## src/rtl/nem_ohmux_sel_ctrl.sv

```systemverilog
// Select sequencer for the 2-input one-hot NEM relay mux.
// Two requesters share ZN. The block grants one side at a time and drives S0/S1 one-hot.
// It enforces break-before-make dead time and relay settle time before the output is
// declared valid, and it preempts a long-held grant when the other side is waiting.
module nem_ohmux_sel_ctrl #(
  parameter int unsigned DEAD_CYC   = 2,
  parameter int unsigned SETTLE_CYC = 4,
  parameter int unsigned MAX_HOLD   = 8
) (
  input  logic CP,
  input  logic CDN,
  input  logic REQ0,
  input  logic REQ1,
  output logic GNT0,
  output logic GNT1,
  output logic S0,
  output logic S1,
  output logic ZN_VLD,
  output logic BUSY
);

  localparam int unsigned MaxDs    = (DEAD_CYC > SETTLE_CYC) ? DEAD_CYC : SETTLE_CYC;
  localparam int unsigned MaxParam = (MaxDs > MAX_HOLD) ? MaxDs : MAX_HOLD;
  localparam int unsigned CntW     = $clog2(MaxParam) + 1;

  localparam logic [CntW-1:0] DeadLast   = CntW'(DEAD_CYC - 1);
  localparam logic [CntW-1:0] SettleLast = CntW'(SETTLE_CYC - 1);
  localparam logic [CntW-1:0] HoldMax    = CntW'(MAX_HOLD);
  localparam logic [CntW-1:0] CntOne     = CntW'(1);
  localparam logic [CntW-1:0] CntZero    = '0;

  typedef enum logic [1:0] {StIdle, StSettle, StGrant, StDead} state_e;

  state_e          state_q;
  logic            owner_q;   // 0: requester 0 owns the mux, 1: requester 1
  logic            lg_q;      // last requester that reached GRANT; loses the next tie
  logic [CntW-1:0] cnt_q;     // settle / dead-time counter
  logic [CntW-1:0] hold_q;    // grant cycles elapsed, including the current one

  logic req_any;
  logic req_own;
  logic req_oth;
  logic win;

  // Request views relative to the current owner, and the arbitration winner
  always_comb begin
    req_any = REQ0 | REQ1;
    req_own = owner_q ? REQ1 : REQ0;
    req_oth = owner_q ? REQ0 : REQ1;
    if (REQ0 && REQ1) begin
      win = ~lg_q;
    end else begin
      win = REQ1;
    end
  end

  // Sequencer FSM; all outputs are registered alongside the state
  always_ff @(posedge CP or negedge CDN) begin
    if (!CDN) begin
      state_q <= StIdle;
      owner_q <= 1'b0;
      lg_q    <= 1'b1;
      cnt_q   <= CntZero;
      hold_q  <= CntZero;
      S0      <= 1'b0;
      S1      <= 1'b0;
      GNT0    <= 1'b0;
      GNT1    <= 1'b0;
      ZN_VLD  <= 1'b0;
      BUSY    <= 1'b0;
    end else begin
      case (state_q)
        StIdle: begin
          if (req_any) begin
            state_q <= StSettle;
            owner_q <= win;
            cnt_q   <= CntZero;
            S0      <= ~win;
            S1      <= win;
            BUSY    <= 1'b1;
          end
        end

        StSettle: begin
          if (!req_own) begin
            // Owner gave up before the relay settled: release without a grant
            state_q <= StDead;
            cnt_q   <= CntZero;
            S0      <= 1'b0;
            S1      <= 1'b0;
          end else if (cnt_q == SettleLast) begin
            state_q <= StGrant;
            hold_q  <= CntOne;
            lg_q    <= owner_q;
            GNT0    <= ~owner_q;
            GNT1    <= owner_q;
            ZN_VLD  <= 1'b1;
          end else begin
            cnt_q <= cnt_q + CntOne;
          end
        end

        StGrant: begin
          if (!req_own || (req_oth && (hold_q == HoldMax))) begin
            state_q <= StDead;
            cnt_q   <= CntZero;
            S0      <= 1'b0;
            S1      <= 1'b0;
            GNT0    <= 1'b0;
            GNT1    <= 1'b0;
            ZN_VLD  <= 1'b0;
          end else if (hold_q != HoldMax) begin
            hold_q <= hold_q + CntOne;
          end
        end

        StDead: begin
          if (cnt_q == DeadLast) begin
            if (req_any) begin
              state_q <= StSettle;
              owner_q <= win;
              cnt_q   <= CntZero;
              S0      <= ~win;
              S1      <= win;
            end else begin
              state_q <= StIdle;
              BUSY    <= 1'b0;
            end
          end else begin
            cnt_q <= cnt_q + CntOne;
          end
        end

        default: begin
          state_q <= StIdle;
          S0      <= 1'b0;
          S1      <= 1'b0;
          GNT0    <= 1'b0;
          GNT1    <= 1'b0;
          ZN_VLD  <= 1'b0;
          BUSY    <= 1'b0;
        end
      endcase
    end
  end

endmodule
```

## config.mk

```make
export PLATFORM = sky130hd
export DESIGN_NAME = nem_ohmux_sel_ctrl
export DESIGN_NICKNAME = d
export VERILOG_FILES = /design/src/rtl/nem_ohmux_sel_ctrl.sv
export SDC_FILE = /design/constraint.sdc
export NUM_CORES = 1
export LEC_CHECK = 0
export CAP_MARGIN = 5
export CORE_ASPECT_RATIO = 1.2
export CORE_MARGIN = 4
export CORE_UTILIZATION = 40
export DETAILED_ROUTE_END_ITERATION = 6
export PLACE_DENSITY = 0.69
export SLEW_MARGIN = 20
export SYNTH_ARGS = -nofsm -noshare
export SYNTH_HDL_FRONTEND = slang
export SYNTH_SLANG_ARGS = --single-unit
```

## constraint.sdc

```tcl
create_clock -name CP -period 2.01 [get_ports CP]
set_clock_uncertainty 0.15 [all_clocks]
set_input_delay 0.3015 -clock CP [delete_from_list [all_inputs] [get_ports CP]]
set_output_delay 0.3015 -clock CP [all_outputs]
set_load 0.01 [all_outputs]
```

Word level (Yosys, flattened, before mapping)
Index checks and enable logic that the tools add are counted.
- register bits: 18
- input bits: 4
- word-level logic and storage cells: 95
- output and inout port bits: 6
- equal/unequal tests: 18
- multiplexer cells: 45
- add/subtract/negate cells: 2
- bitwise operators: 4
- reduce and logical (&&, ||, !) cells: 15
- operators by type and width (cell ; count):
    2-to-1 mux 4 bit ; 9
    2-to-1 mux 1 bit ; 21
    != test 2 bit (second input constant) ; 9
    one-hot mux 4 bit (4 select lines) ; 1
    AND reduction 4 bit ; 3
    2-to-1 mux 2 bit ; 5
    one-hot mux 1 bit (2 select lines) ; 5
    adder 4 x 1 -> 4 bit (second input constant) ; 2
    one-hot mux 1 bit (4 select lines) ; 2
    one-hot mux 2 bit (4 select lines) ; 1
    one-hot mux 4 bit (2 select lines) ; 1
    != test 3 bit (second input constant) ; 2
    AND reduction 3 bit ; 2
    AND reduction 5 bit ; 1
    equality test 2 bit (second input constant) ; 2
    equality test 4 x 1 -> 1 bit (second input constant) ; 1
    equality test 4 x 2 -> 1 bit (second input constant) ; 1
    equality test 4 bit (second input constant) ; 1
    != test 4 bit (second input constant) ; 1
    AND reduction 2 bit ; 2
    nonzero test 2 bit ; 2
    NOT 1 bit ; 3
    equality test 2 x 1 -> 1 bit (second input constant) ; 1
    logical AND 1 bit ; 2
    other kinds (4) ; 4

Logic depth before layout (Yosys ltp)
- depth after elaboration: 6
- depth in mapped cells: 8
- mapped depth without buffers: 6

Least setup slack after synthesis
OpenSTA, ideal clock, no wires.
- path kind: reg-to-reg
- start: register cnt_q[0]
- end: register cnt_q[0]
- setup slack: -0.106 ns
- data arrival time: 1.841 ns
- data required time: 1.735 ns
- stages on the path, launching flop included: 7
- path buffers: 1
- cell sequence: dfrtp_1 > ha_1 > or3b_4 > or3b_1 > buf_6 > and3b_4 > mux2_2
- word-level cells in the longest chain between the ends: 4
- elaborated cells on any way between the ends: 10
- those cells by class: 1 x add/sub; 3 x eq/ne; 5 x mux; 1 x reduce/logical
- RTL lines (element ; RTL line ; RTL):
    start, declared ; 37 ; logic [CntW-1:0] cnt_q;
    start signal, assigned ; 63 ; cnt_q <= CntZero;
    start signal, assigned ; 77 ; cnt_q <= CntZero;
    start signal, assigned ; 88 ; cnt_q <= CntZero;
    adder 4 x 1 -> 4 bit ; 99, 130 ;
    2-to-1 mux 4 bit ; 91 ; end else if (cnt_q == SettleLast) begin
    2-to-1 mux 4 bit ; 85 ; if (!req_own) begin
    one-hot mux 4 bit (4 select lines) ; 72 ; case (state_q)
Several ways; a longest one is shown, not always the timed one. The select of a mux whose other input is x is not followed.
A chain may end at the register's enable or synchronous reset.

Worst setup path after layout
Ends and elaborated chain as after synthesis.

==> results.cfg <==
[outcome]
status = complete, but fails checks
violations = setup timing

[yosys]
ys_types = 40
synth_edf_count = 0
synthTopCellsByArea = dfrtp_1 (36%), ha_1 (9.5%), mux2i_1 (5.0%), mux2_2 (3.8%), o21ai_0 (3.4%)
syn_area_per_cell_um2 = 9.93
netlist.area_leader.share_pct = 35.7
synth_common_cells = dfrtp_1 (17), inv_1 (10), ha_1 (9), o21ai_0 (8), nand2_1 (7)
ys_seq_elements = 18
syn_inst = 120
seq_area_frac_synth_pct = 37.9
yosys.area.top_type = dfrtp_1
synth_ff_type = dfrtp_1
yosysWarnings = 0
synth_area_um2 = 1190
synth_nets = 133
synthMostInstantiatedCell = dfrtp_1
synthArstFlopShare_pct = 100

[finish]
final_util_pct = 56.3
layout-drive-gt1-share_pct = 33.1
finalNetCount = 171
area_growth_pct = 32.8
antenna_cells = 0
stdcell_count = 191

[critical_path]
crit_required_ns = 2.05
crit_fanout = 4
crit_path_start_kind = flip-flop
critical_path_class = reg -> reg
crit_start = cnt_q[0]$_DFFE_PN0P_
crit_arrival_ns = 2.13
endpoint_kind = flip-flop
r2r_start = cnt_q[0]$_DFFE_PN0P_

[power]
pwr_density_cell_nw_per_um2 = 1420
max-vdd-ir-drop_mv = 0.662
p_seq_share_pct = 27.1
switching_share_pct = 40.2
p_int_mw = 1.35
combPwrFrac_pct = 64.1
p_leak_nw = 0.753
p_clk_share_pct = 8.8
power_mw = 2.25
switching_power_mw = 0.904

[route]
vias = 1077
wire_per_inst_um = 14.5
dr.pass1.iters = 4
drt-total-wl_um = 2780
ant_nets = 0
drc = 0
via_per_inst = 5.64
drtIter0Drc = 17

[sta]
worst_slack_ns = -0.0817
setup_viol = 10
fmax_ghz = 0.478
finalCritPeriodShare_pct = 104
maxSlewViolCount = 0
slew_headroom_pct = 67.3
setup_tns_ns = -0.288
timing_hold_violations_final = 0
grt_setup_unrepaired = yes
layout_min_cycle_time_ns = 2.09
worstMarginPinSlew_ns = 0.490

[place]
gp_congestion = 0.867
port_buffers = 9
dp_cells = 185
pre_cts_slack_ns = -0.208
dp_hpwl_um = 2090

[floorplan]
start_util_pct = 42.4
chipWidth_um = 57.8
core_um2 = 2810
fp-row-count = 21
die_h_um = 67.8
die_area_um2 = 3920
io_pins = 10

[job]
drv_cap = 0

[clock_tree]
h-tree-depth = 1
cts_sinks = 18
numCtsBuffers = 3
clk_pin_slew_ns = 0.11
cts_tree = built
clk_path_buf_depth = 2
cts-root-buf = clkbuf_4
worstSkewPairLatency_ns = 0.30

[global_route]
grt.overflow.total = 0
grt_max_degree = 11
grt_first_pass_wirelength_um = 4730
grt_usage_pct = 15.5
grt_pass1_vias = 1090
antenna_found_initial = 0

[worst_hold_path]
min_path_type = in -> async
through the flow:
stage / cell area (um^2) / hold WS [ns]
floorplan: 1190 / -0.144
global placement: 1490 / 0.320
detailed placement: 1490 / 0.324
CTS: 1530 / 0.177
global route: 1580 / 0.190
finish: 1580 / 0.168
final cells by class:
cell class	instances	area (um^2)
clock buffers	4	26.3
fillers	251	1230
inverters	10	37.5
multi-input cells	88	723
flip-flops and latches	18	452
well taps	34	42.5
repair buffers	37	300
critical path, stage by stage (launching register included):
cell and delay [ns]:
dfrtp_1 0.40, ha_2 0.19, or3b_4 0.41, or3b_4 0.39
and3b_4 0.19, mux2_2 0.25
sequential cells by signal, summed over array words and instances (netlist names):
signal / flops
S1: 1
GNT0: 1
state_q: 2
cnt_q: 4
S0: 1
hold_q: 4
BUSY: 1
GNT1: 1
ZN_VLD: 1
lg_q: 1
owner_q: 1
timing repair:
item | CTS | global route
pin swaps | 0 | 4
setup endpoints to repair | 12 | 15
gates resized for setup | 3 | 11
hold buffers | 0 | 0
setup buffers | 0 | 2
routing by layer:
| metal | share of wire, % | up-vias | track usage [%] |
|---|---|---|---|
| met5 | 0 | - | 0 |
| met4 | 2.6 | 0 | 9.28 |
| met3 | 3.0 | 8 | 2.87 |
| met2 | 52 | 15 | 27.3 |
| met1 | 43 | 535 | 17.4 |
| li1 | - | 519 | - |
cell usage in the layout, fill, tap and decap left out, drive strengths merged, types with 4 or more instances in the layout:
cell type	synthesis	final
o21ai	8	8
nor2	5	5
nand3	5	5
clkdlybuf4s50	0	9
mux2	4	4
clkbuf	0	4
dfrtp	17	17
buf	4	28
inv	10	10
ha	9	9
mux2i	6	6
nand2	7	7
a22o	4	4
power groups by stage:
stage / combinational [mW] / sequential, mW / clock [mW]
after floorplan: 0.795 / 0.624 / 0
final: 1.44 / 0.608 / 0.198
after global routing: 1.61 / 0.627 / 0.219
after global placement: 1.29 / 0.607 / 0
after detailed placement: 1.33 / 0.615 / 0
after CTS: 1.36 / 0.609 / 0.202
logic make-up (layout without fill, tap and decap cells):
kind of cell / Yosys count / after routing / synth area share [%]
adders and majority gates: 9 / 9 / 9.45
DFF: 18 / 18 / 37.9
AOI/OAI and AO/OA: 35 / 35 / 21.5
buffers and inverters: 14 / 51 / 5.25
muxes: 10 / 10 / 8.82
and+or+nand+nor: 34 / 34 / 17.0
worst paths after layout:
kind	endpoint	cells after the start	slack, ns
min	GNT1$_DFFE_PN0P_	1	0.17
max reg2reg	cnt_q[0]$_DFFE_PN0P_	5	-0.08
min reg2reg	lg_q$_DFFE_PN1P_	2	0.34
max in group asynchronous	BUSY$_DFFE_PN0P_	2	1.03
min in group CP	lg_q$_DFFE_PN1P_	2	0.34
max	cnt_q[0]$_DFFE_PN0P_	5	-0.08
Note: power is estimated with default switching activity, not from simulation.
==> RTL change 1 (same flow settings) <==
Re-encode `state_e` (4 states) as Gray code, 2 bits wide.
--- a/src/rtl/nem_ohmux_sel_ctrl.sv
+++ b/src/rtl/nem_ohmux_sel_ctrl.sv
@@ -31,3 +31,3 @@
 
-  typedef enum logic [1:0] {StIdle, StSettle, StGrant, StDead} state_e;
+  typedef enum logic [1:0] {StIdle = 2'b00, StSettle = 2'b01, StGrant = 2'b11, StDead = 2'b10} state_e;
 
Formal check against the unedited RTL: no difference found for any inputs over 10 cycles, from zero or initial values; not proved beyond that.
==> RTL change 1 against the unedited design <==
Final area shrank 19%; area after synthesis shrank 12%; setup slack gained 180 ps; critical path type unchanged; sequential cell count is the same; largest power group unchanged; wire length shrank 22%; power shrank 25%; critical endpoint is now owner_q$_DFFE_PN0P_.
==> RTL change 1: results (changes against the unedited design) <==
[final_layout]
non_clock_buffer_count=17  ; -54%
n_all_inverters=9  ; -1
fin_nets=131  ; -23%
multi_input_area_um2=564.3  ; -22%
clkCellAreaFrac_pct=2.840  ; +1.2 points
bufAreaShareNonClock_pct=11.75  ; -7.2 points
drive_above_1_share_pct=18.85  ; -14 points

[global_route]
met3_usage_pct=3.030  ; +0.16 points
globalRouteMet1Util_pct=20.83  ; +3.4 points
grt_pass1_wl_mm=3.905  ; -17%
grt_pass1_vias=871  ; -20%
grt_use_total_pct=14.79  ; -0.76 points
grt_max_degree=19  ; +8
met2_usage_pct=22.19  ; -5.1 points

[detailed_routing]
wl_mm=2.169  ; -22%
drt_iter0_drc=22  ; +5
drt-met1-wl_mm=1.031  ; -13%
dr_wl_met2_mm=1.046  ; -27%
dr_wl_met3_um=63  ; -25%

[pwr]
power_mw=1.687  ; -25%
p_leak_nw=0.5549  ; -26%
peakVddDrop_uv=847.2  ; +28%
combPwrFrac_pct=46.0  ; -18 points

[synthesis]
synthTopCellsByArea=dfrtp_1 (40%), ha_1 (4.8%), a22o_1 (4.2%), mux2i_1 (3.8%), inv_1 (3.2%)
synth_compound_area_share_pct=24.11  ; +2.6 points
muxShareOfSynthArea_pct=5.938  ; -2.9 points
synth_adder_area_share_pct=4.751  ; -4.7 points

[place]
pre_cts_ws_ps=-49.98  ; +158.2 ps
placed_area_um2=1212  ; -19%
hpwl_mm=1.509  ; -28%
dp_cells=150  ; -19%

[clock_tree]
cts-root-buf=clkbuf_4

[outcome]
status=finished clean

[timing]
tightest_slew_ps=602.3  ; +112.6 ps
setup_viol=0  ; -10

[setup_path]
arrival_ps=1960  ; -170 ps

-- RTL change 1: cell types whose count changed in the layout (fill, tap and decap cells not counted), moves of 3 or more --
cell and delta:
mux2_2 -3, o21ai_1 +3, buf_4 -20, nor2_1 +3, o211ai_1 -3, nand2_1 -5, ha_1 -4
-- RTL change 1: path summary, 6_finish.rpt --
| check | from | end | slack, ps |
|---|---|---|---|
| min in group CP | lg_q$_DFFE_PN1P_ | lg_q$_DFFE_PN1P_ | 320 |
| max | cnt_q[1]$_DFFE_PN0P_ | owner_q$_DFFE_PN0P_ | 100 |
| min | CDN | cnt_q[3]$_DFFE_PN0P_ | 180 |
| max in group asynchronous | CDN | lg_q$_DFFE_PN1P_ | 1270 |
| min reg2reg | lg_q$_DFFE_PN1P_ | lg_q$_DFFE_PN1P_ | 320 |
| max reg2reg | cnt_q[1]$_DFFE_PN0P_ | owner_q$_DFFE_PN0P_ | 100 |
==> RTL change 2 (same flow settings) <==
Without the edit above. Change the parameter `MAX_HOLD` from 8 to 16.
--- a/src/rtl/nem_ohmux_sel_ctrl.sv
+++ b/src/rtl/nem_ohmux_sel_ctrl.sv
@@ -7,3 +7,3 @@
   parameter int unsigned SETTLE_CYC = 4,
-  parameter int unsigned MAX_HOLD   = 8
+  parameter int unsigned MAX_HOLD   = 16
 ) (
Function: no difference found for any inputs over 10 cycles, from zero or initial values; that may be too few to reach the edited logic, so the function may still have changed.
==> RTL change 2 against the unedited design <==
The flow still finishes with violations (negative setup slack); area after synthesis grew 3.8%; setup slack lost 36 ps; final area grew 19%; highest routed layer unchanged; power grew 23%; sequential cell count grew 2; wire length grew 23%; sequential share of layout area shrank 1.8 points; combinational power grew 29%.
==> RTL change 2: results (changes against the unedited design) <==
[setup_path]
critPathMaxFanout=4  ; unchanged
worst_path_dominant_cell_family=simple AND/OR/NAND/NOR gates
max_stage_delay_ps=490  ; +80 ps
arrival_ps=2250  ; +120 ps
cp_slowest_cell=or4b_4

[detailed_routing]
vias=1165  ; +8.2%
firstDrtPassIters=4  ; unchanged
viasPerCell=5.601  ; -0.67%
wl_mm=3.426  ; +23%
drt_iter0_drc=18  ; +1

[timing]
fin_ws_ps=-117.7  ; -35.92 ps
fin_setup_tns_ps=-352.0  ; -64.09 ps
setup_viol=6  ; -4
tightest_slew_ps=436.0  ; -53.75 ps

[place]
place.gp.congestion=0.8656  ; -0.16%
placed_area_um2=1609  ; +7.7%
pre_cts_ws_ps=-267.9  ; -59.72 ps
io_buffers=9  ; unchanged
dp_cells=200  ; +8.1%
hpwl_mm=2.244  ; +7.2%

[global_route]
grt_use_total_pct=17.10  ; +1.5 points
grt_max_degree=21  ; +10
antenna_found_initial=0  ; unchanged
grt_pass1_wl_mm=5.347  ; +13%

[synthesis]
ys_warn_count=0  ; unchanged
synth.distinct_cells=44  ; +10%
syn_nets=138  ; +3.8%
syn_inst=126  ; +5.0%
ys_async_sr_fraction_pct=100.0  ; unchanged
synthTopCellsByArea=dfrtp_1 (38%), ha_1 (8.1%), nand3_1 (4.0%), inv_1 (3.6%), mux2_2 (3.6%)
synth-edff-count=0  ; unchanged
ys_seq_area_share_pct=40.59  ; +2.7 points
synth_common_cells=dfrtp_1 (19), inv_1 (12), nand2_1 (11)

[final_layout]
fill_cells=218  ; -13%
drive_above_1_share_pct=49.43  ; +16 points
antenna_cells=0  ; unchanged
fin_nets=187  ; +9.4%
largestRegisters=cnt_q x5, hold_q x5, state_q x2

[clock_tree]
clock_path_buffers=2  ; unchanged
clk_pin_slew_worst_paths_ps=120
h-tree-depth=1  ; unchanged
clk_latency_ps=330  ; +30 ps
cts-root-buf=clkbuf_4
cts_made_buffers=3  ; unchanged

[outcome]
status=finished with violations
violations=negative setup slack

[pwr]
p_leak_nw=0.8326  ; +11%
peakVddDrop_uv=837.5  ; +27%

[min_path]
hp-class=input pin to asynchronous set/reset pin

RTL change 2: cell count changes in the layout (fill, tap and decap cells not counted), sizes merged, moves of 3 or more:
cell,unedited run,this run
mux2i,6,2
a22o,4,1
or3b,3,0
nand2,7,11
nor2,5,8
nand4,3,0
and3b,3,0
buf,28,38
o2bb2ai,3,0
nand3,5,10
RTL change 2: what timing repair did:
action	CTS	global route
gates resized for setup	22	26
buffers inserted	5	1
pin swaps	8	18
setup endpoints to repair	14	19
RTL change 2: path summary, 6_finish.rpt:
kind	slack, ps	start	to	cells past startpoint
min in group CP	340	ZN_VLD$_DFFE_PN0P_	ZN_VLD$_DFFE_PN0P_	1
setup / recovery	-120	cnt_q[1]$_DFFE_PN0P_	hold_q[4]$_DFFE_PN0P_	6
max in group asynchronous	1290	CDN	lg_q$_DFFE_PN1P_	2
hold reg to reg	340	ZN_VLD$_DFFE_PN0P_	ZN_VLD$_DFFE_PN0P_	1
setup reg to reg	-120	cnt_q[1]$_DFFE_PN0P_	hold_q[4]$_DFFE_PN0P_	6
hold / removal	140	CDN	hold_q[4]$_DFFE_PN0P_	2
RTL change 2: worst reg2reg max path, cell delays in order, from the launching register on:
cell,delay (ps)
dfrtp_1,410
ha_2,210
or4b_4,490
a22oi_2,180
nand3_2,130
or4_1,410
nand3_1,90
RTL change 2: per-stage QoR:
| step | power [mW] | utilization (%) | hold slack (ps) |
|---|---|---|---|
| after floorplan | 1.494 | - | -144.1 |
| after global placement | 1.990 | 55.67 | 311.7 |
| after detailed placement | 2.061 | 55.67 | 314.7 |
| after CTS | 2.531 | 61.00 | 159.1 |
| after global routing | 2.940 | 64.94 | 166.8 |
| final | 2.758 | 64.94 | 143.6 |
RTL change 2: layout make-up:
cell class	instances	share of cell area [%]
clock buffer	4	1.933
sequential	20	26.73
timing repair buffer	47	21.40
multi-input combinational	91	45.27
tap	34	2.267
inverter	12	2.400
RTL change 2: cells by family (layout without fill, tap and decap cells):
kind of cell	Yosys count	count (layout)	synth area share, %
buf+inv	15	63	5.566
mux	7	7	6.477
flops	20	20	40.59
fa+ha+maj	8	8	8.097
xor+xnor	1	1	0.7086
compound gates	34	34	20.65
simple gates	41	41	17.92
RTL change 2: report_power, final:
part / total (mW) / switching (mW) / internal, mW
Sequential: 0.649 / 0.104 / 0.545
Clock: 0.252 / 0.141 / 0.111
Combinational: 1.86 / 0.889 / 0.969
Total: 2.76 / 1.13 / 1.62
RTL change 2: per-layer routing:
layer	wire length, um	vias up	track usage, %
li1	-	560	-
met1	1456	577	21.10
met2	1800	19	29.14
met3	75	9	2.793
met4	92	0	7.649
met5	0	-	0
